### src/rtl/pulse_train_gen.sv
`default_nettype none
// ============================================================================
//  Module      : pulse_train_gen
//  Description : Trigger-started pulse burst generator. After a programmable
//                delay it emits pulses with programmable high/low time and
//                count. Supports one-shot, retriggerable and continuous modes.
//  Revision    : 1.0  initial release
// ============================================================================
module pulse_train_gen #(
   parameter int WIDTH = 8
) (
   input  logic             clock,
   input  logic             reset,
   input  logic             trigger,
   input  logic [1:0]       mode,
   input  logic [WIDTH-1:0] delay,
   input  logic [WIDTH-1:0] high_len,
   input  logic [WIDTH-1:0] low_len,
   input  logic [WIDTH-1:0] count,
   output logic             signal,
   output logic             busy,
   output logic             done,
   output logic [WIDTH-1:0] pulse_idx
);

   typedef enum logic [1:0] {
      ST_IDLE  = 2'd0,
      ST_DELAY = 2'd1,
      ST_HIGH  = 2'd2,
      ST_LOW   = 2'd3
   } state_t;

   localparam logic [1:0]       MODE_RETRIG = 2'd1;
   localparam logic [1:0]       MODE_CONT   = 2'd2;
   localparam logic [WIDTH-1:0] CNT_ONE     = WIDTH'(1);

   state_t           r_state,     w_state;
   logic [WIDTH-1:0] r_cnt,       w_cnt;
   logic [WIDTH-1:0] r_high,      w_high;
   logic [WIDTH-1:0] r_low,       w_low;
   logic [WIDTH-1:0] r_remaining, w_remaining;
   logic [WIDTH-1:0] r_idx,       w_idx;
   logic [1:0]       r_mode,      w_mode;
   logic             r_signal,    w_signal;
   logic             r_done,      w_done;
   logic             r_trig_q;

   logic             w_rise;
   logic             w_load;
   logic [WIDTH-1:0] w_high_in;
   logic [WIDTH-1:0] w_low_in;
   logic [WIDTH-1:0] w_count_in;

   // Zero lengths/counts are promoted to one; a rise loads a burst from idle,
   // or restarts a running burst when the latched mode is retriggerable.
   always_comb begin
      w_high_in  = (high_len == '0) ? CNT_ONE : high_len;
      w_low_in   = (low_len  == '0) ? CNT_ONE : low_len;
      w_count_in = (count    == '0) ? CNT_ONE : count;
      w_rise     = trigger & ~r_trig_q;
      w_load     = w_rise & ((r_state == ST_IDLE) | (r_mode == MODE_RETRIG));
   end

   // Next-state and next-output logic; counters count down to one.
   always_comb begin
      w_state     = r_state;
      w_cnt       = r_cnt;
      w_high      = r_high;
      w_low       = r_low;
      w_remaining = r_remaining;
      w_idx       = r_idx;
      w_mode      = r_mode;
      w_signal    = r_signal;
      w_done      = 1'b0;
      if (w_load) begin
         w_mode      = mode;
         w_high      = w_high_in;
         w_low       = w_low_in;
         w_remaining = w_count_in;
         w_idx       = '0;
         if (delay != '0) begin
            w_state  = ST_DELAY;
            w_cnt    = delay;
            w_signal = 1'b0;
         end else begin
            w_state  = ST_HIGH;
            w_cnt    = w_high_in;
            w_signal = 1'b1;
         end
      end else begin
         case (r_state)
            ST_DELAY: begin
               if (r_cnt <= CNT_ONE) begin
                  w_state  = ST_HIGH;
                  w_cnt    = r_high;
                  w_signal = 1'b1;
               end else begin
                  w_cnt = r_cnt - CNT_ONE;
               end
            end
            ST_HIGH: begin
               if (r_cnt <= CNT_ONE) begin
                  w_state  = ST_LOW;
                  w_cnt    = r_low;
                  w_signal = 1'b0;
               end else begin
                  w_cnt = r_cnt - CNT_ONE;
               end
            end
            ST_LOW: begin
               if (r_cnt <= CNT_ONE) begin
                  if ((r_mode == MODE_CONT) ? trigger : (r_remaining > CNT_ONE)) begin
                     w_state  = ST_HIGH;
                     w_cnt    = r_high;
                     w_signal = 1'b1;
                     w_idx    = r_idx + CNT_ONE;
                     if (r_mode != MODE_CONT) begin
                        w_remaining = r_remaining - CNT_ONE;
                     end
                  end else begin
                     w_state  = ST_IDLE;
                     w_cnt    = '0;
                     w_signal = 1'b0;
                     w_done   = 1'b1;
                  end
               end else begin
                  w_cnt = r_cnt - CNT_ONE;
               end
            end
            default: begin
               w_state = ST_IDLE;
            end
         endcase
      end
   end

   // State and output registers; trig_q resets high so a held trigger needs a fresh edge.
   always_ff @(posedge clock) begin
      if (reset) begin
         r_state     <= ST_IDLE;
         r_cnt       <= '0;
         r_high      <= '0;
         r_low       <= '0;
         r_remaining <= '0;
         r_idx       <= '0;
         r_mode      <= 2'd0;
         r_signal    <= 1'b0;
         r_done      <= 1'b0;
         r_trig_q    <= 1'b1;
      end else begin
         r_state     <= w_state;
         r_cnt       <= w_cnt;
         r_high      <= w_high;
         r_low       <= w_low;
         r_remaining <= w_remaining;
         r_idx       <= w_idx;
         r_mode      <= w_mode;
         r_signal    <= w_signal;
         r_done      <= w_done;
         r_trig_q    <= trigger;
      end
   end

   assign signal    = r_signal;
   assign busy      = (r_state != ST_IDLE);
   assign done      = r_done;
   assign pulse_idx = r_idx;

endmodule
`default_nettype wire

### config.mk
export PLATFORM = sky130hd
export DESIGN_NAME = pulse_train_gen
export DESIGN_NICKNAME = d
export VERILOG_FILES = /design/src/rtl/pulse_train_gen.sv
export SDC_FILE = /design/constraint.sdc
export NUM_CORES = 1
export LEC_CHECK = 0
export ABC_AREA = 1
export CAP_MARGIN = 20
export CORE_ASPECT_RATIO = 0.5
export CORE_UTILIZATION = 41
export DETAILED_ROUTE_END_ITERATION = 12
export SLEW_MARGIN = 20
export SYNTH_ARGS = -nofsm -noshare
export SYNTH_HDL_FRONTEND = slang
export SYNTH_SLANG_ARGS = --single-unit
### constraint.sdc
create_clock -name clock -period 2.6 [get_ports clock]
set_input_delay 0.39 -clock clock [delete_from_list [all_inputs] [get_ports clock]]
set_output_delay 0.39 -clock clock [all_outputs]
set_load 0.05 [all_outputs]
==> out/qor.txt <==
Status: complete, no violations
RSZ-0062 raised after global routing: no
Fin crit period: 2.10 ns
Met2 wire len: 3290 um
Post-route ant nets: 0
Hold Crit Class: flop to flop
Vias: 2838
R2r endpoint: r_cnt[1]
CTS tree: built
Clk buf depth: 2
CP Capture Type: output pin
Post-synth net total: 468
Placed insts: 555
FFs w/ async S/R, synth: 0%
Final WL: 7560 um
Cells resized by post-CTS repair: 0
Die Area: 7320 um2
VDD IR max: 0.381 mV
Drc violations: 0
WL met3: 353 um
Headroom to the max-slew limit: 55.2%
Startpoint class of the critical path: flop
Min-Delay Path Depth: 2
First-pass GRT wire length: 11900 um
Origin of the critical flop-to-flop path: r_remaining[0]
Nets: 512
Antenna violations before repair: 0
Post-CTS Setup Bufs: 0
Largest net degree at the start of global routing: 46
Initial core utilization: 42.6%
CTS Buf Count: 5
Syn Inst Count: 426
PwrDens: 883 nW/um2
Total Power: 3.12 mW
Max Used Layer: met4
Post-synthesis cell type count: 41
WP data required: 2.21 ns
Switching Share: 42.4%
Most frequent cells in the layout: 81 x nand2_1, 62 x inv_1, 47 x dfxtp_1, 47 x clkdlybuf4s50_1, 43 x o21ai_0
Util after Layout: 52.7%
Slew Viols, Final: 0
Share of layout cells above drive strength 1: 10.2%
# clock sinks: 47
Met1 wire length: 3830 um
Commonest non-fill, non-tap cell in the layout: nand2_1
Sequential share of power: 28.9%
Sequential fraction of the synthesis area: 33.0%
Maximum level of the CTS H-tree: 2
Die width: 120 um
IO Pins: 48
Place WS: 0.336 ns
Origin of the worst min-delay path: r_low[7]
Via density: 5.05
Crit path kind: flop to output pin
Cell Area, Synth: 2860 um2
CTS root buf: clkbuf_16
Yosys reg bits: 47
Internal power: 1.79 mW
Grt total ovfl: 0
Clock skew: 0.0102 ns
WP data arrival: 1.71 ns
PnR worst setup slack: 0.503 ns
N_diodes: 0
Peak Freq: 0.477 GHz
Sw Pwr: 1.32 mW
Post-detail-place hpwl: 5770 um
I/O Buffers: 47
GP Congestion: 0.895
Slowest-stage cell, CP: clkdlybuf4s50_1
Worst skew pair latency: 0.29 ns
Worst path cell trace: inv_2 -> nand2_4 -> clkdlybuf4s50_1
Vias in the first global route: 2531
CTS Hold Buffers Added: 0
Wire length per cell: 13.5 um
LEAKAGE: 1.51 nW
Area growth syn-to-layout: 23.6%
Post-Layout Cell Count: 562
Hold EP: r_low[7]
Comb pwr share: 47.8%
Slowest cell delay on critical path: 0.81 ns
Setup violators final: 0
Synth Warn #: 0
Largest fanout on the critical path: 6
Post-Syn Area per Cell: 6.70 um2
Gr usage total: 21.3%
Worst Tran Pin Value: 0.672 ns
Core Area: 6700 um2
DR pass1 iterations: 5
Clock-pin slew on the worst setup and hold paths: 0.06 ns
Post-synth EDFFs: 0
R2r setup slk: 0.57 ns
Starting DRT DRC Count: 147
MaxCap Viol Count: 0
Total negative setup slack: 0 ns
Most frequently used flop master after synthesis: dfxtp_1
Fin crit share: 80.7%
Chip height: 61.0 um
Final hold violations: 0
Part of the power in the clock network: 23.3%
Reg2reg path depth: 11
Cell Rows: 21
==> cell families after synthesis <==
family | after synthesis | share of synthesized area [%]
buf+inv | 87 | 13.1
xor+xnor | 8 | 2.45
flops | 47 | 33.0
compound gates | 92 | 17.5
fa+ha+maj | 5 | 2.19
simple gates | 187 | 31.9
==> flip-flops by register name (all words and copies together) (netlist names), 2 cells and up <==
| name | count |
|---|---|
| r_low | 8 |
| r_remaining | 8 |
| pulse_idx | 8 |
| r_high | 8 |
| r_state | 2 |
| r_cnt | 8 |
| r_mode | 2 |
==> power by group through the flow <==
stage	Combinational [mW]	Clock [mW]	Sequential, mW
finish	1.49	0.726	0.900
global placement	1.45	0	0.908
detailed placement	1.48	0	0.910
CTS	1.48	0.737	0.895
floorplan	1.12	0	0.923
global route	1.65	0.771	0.909
==> layer usage <==
layer | track usage (%) | vias to the layer above
li1 | - | 1461
met5 | 0 | -
met4 | 6.25 | 0
met2 | 35.8 | 63
met3 | 4.91 | 8
met1 | 28.2 | 1306
==> critical path, delay by kind of cell (launching register included) <==
kind,cells,cell delay (ns)
buffers and inverters,2,0.88
flip-flops,1,0.44
AND/OR/NAND/NOR,1,0.10
==> synth_stat cells (all sizes together), types with 2 or more instances <==
cell    number  share of area [%]
dfxtp       47                 33
clkbuf       4               0.88
or2          2               0.44
nand3       28                5.3
nor4         2               0.44
nor3         7                1.8
ha           5                2.2
nand3b       2               0.53
inv         74                9.8
xor2         5                1.5
nand4        9                2.0
buf          8                2.2
o22ai        6                1.3
a21oi       31                5.4
xnor2        3               0.92
a31oi        3               0.66
nor2        45                7.1
o21ai       49                9.2
nand2       91                 14
==> through the flow <==
stage | hold WS [ns] | area [um2]
floorplan | 0.419 | 2860
global placement | 0.445 | 3370
detailed placement | 0.447 | 3370
CTS | 0.459 | 3530
global route | 0.477 | 3530
finish | 0.452 | 3530
==> worst max-delay path by stage <==
stage / cells past startpoint / slack [ns] / end / start
6_report: 3 / 0.50 / busy / r_state[1]
5_1_grt: 12 / 0.44 / r_cnt[2] / r_cnt[0]
4_1_cts: 3 / 0.51 / busy / r_state[1]
3_5_place_dp: 9 / 0.34 / pulse_idx[0] / trigger
3_3_place_gp: 9 / 0.41 / pulse_idx[0] / trigger
2_1_floorplan: 10 / 1.03 / pulse_idx[4] / r_cnt[0]
==> cell type report <==
cell class                      count  area (um2)
Sequential cell                    47         941
Fill cell                         657        3170
Multi-Input combinational cell    292        1540
Timing Repair Buffer               49         485
Inverter                           75         284
Clock buffer                        5         125
Clock inverter                      2        37.5
Tap cell                           92         115
Note: power is estimated with default switching activity, not from simulation.
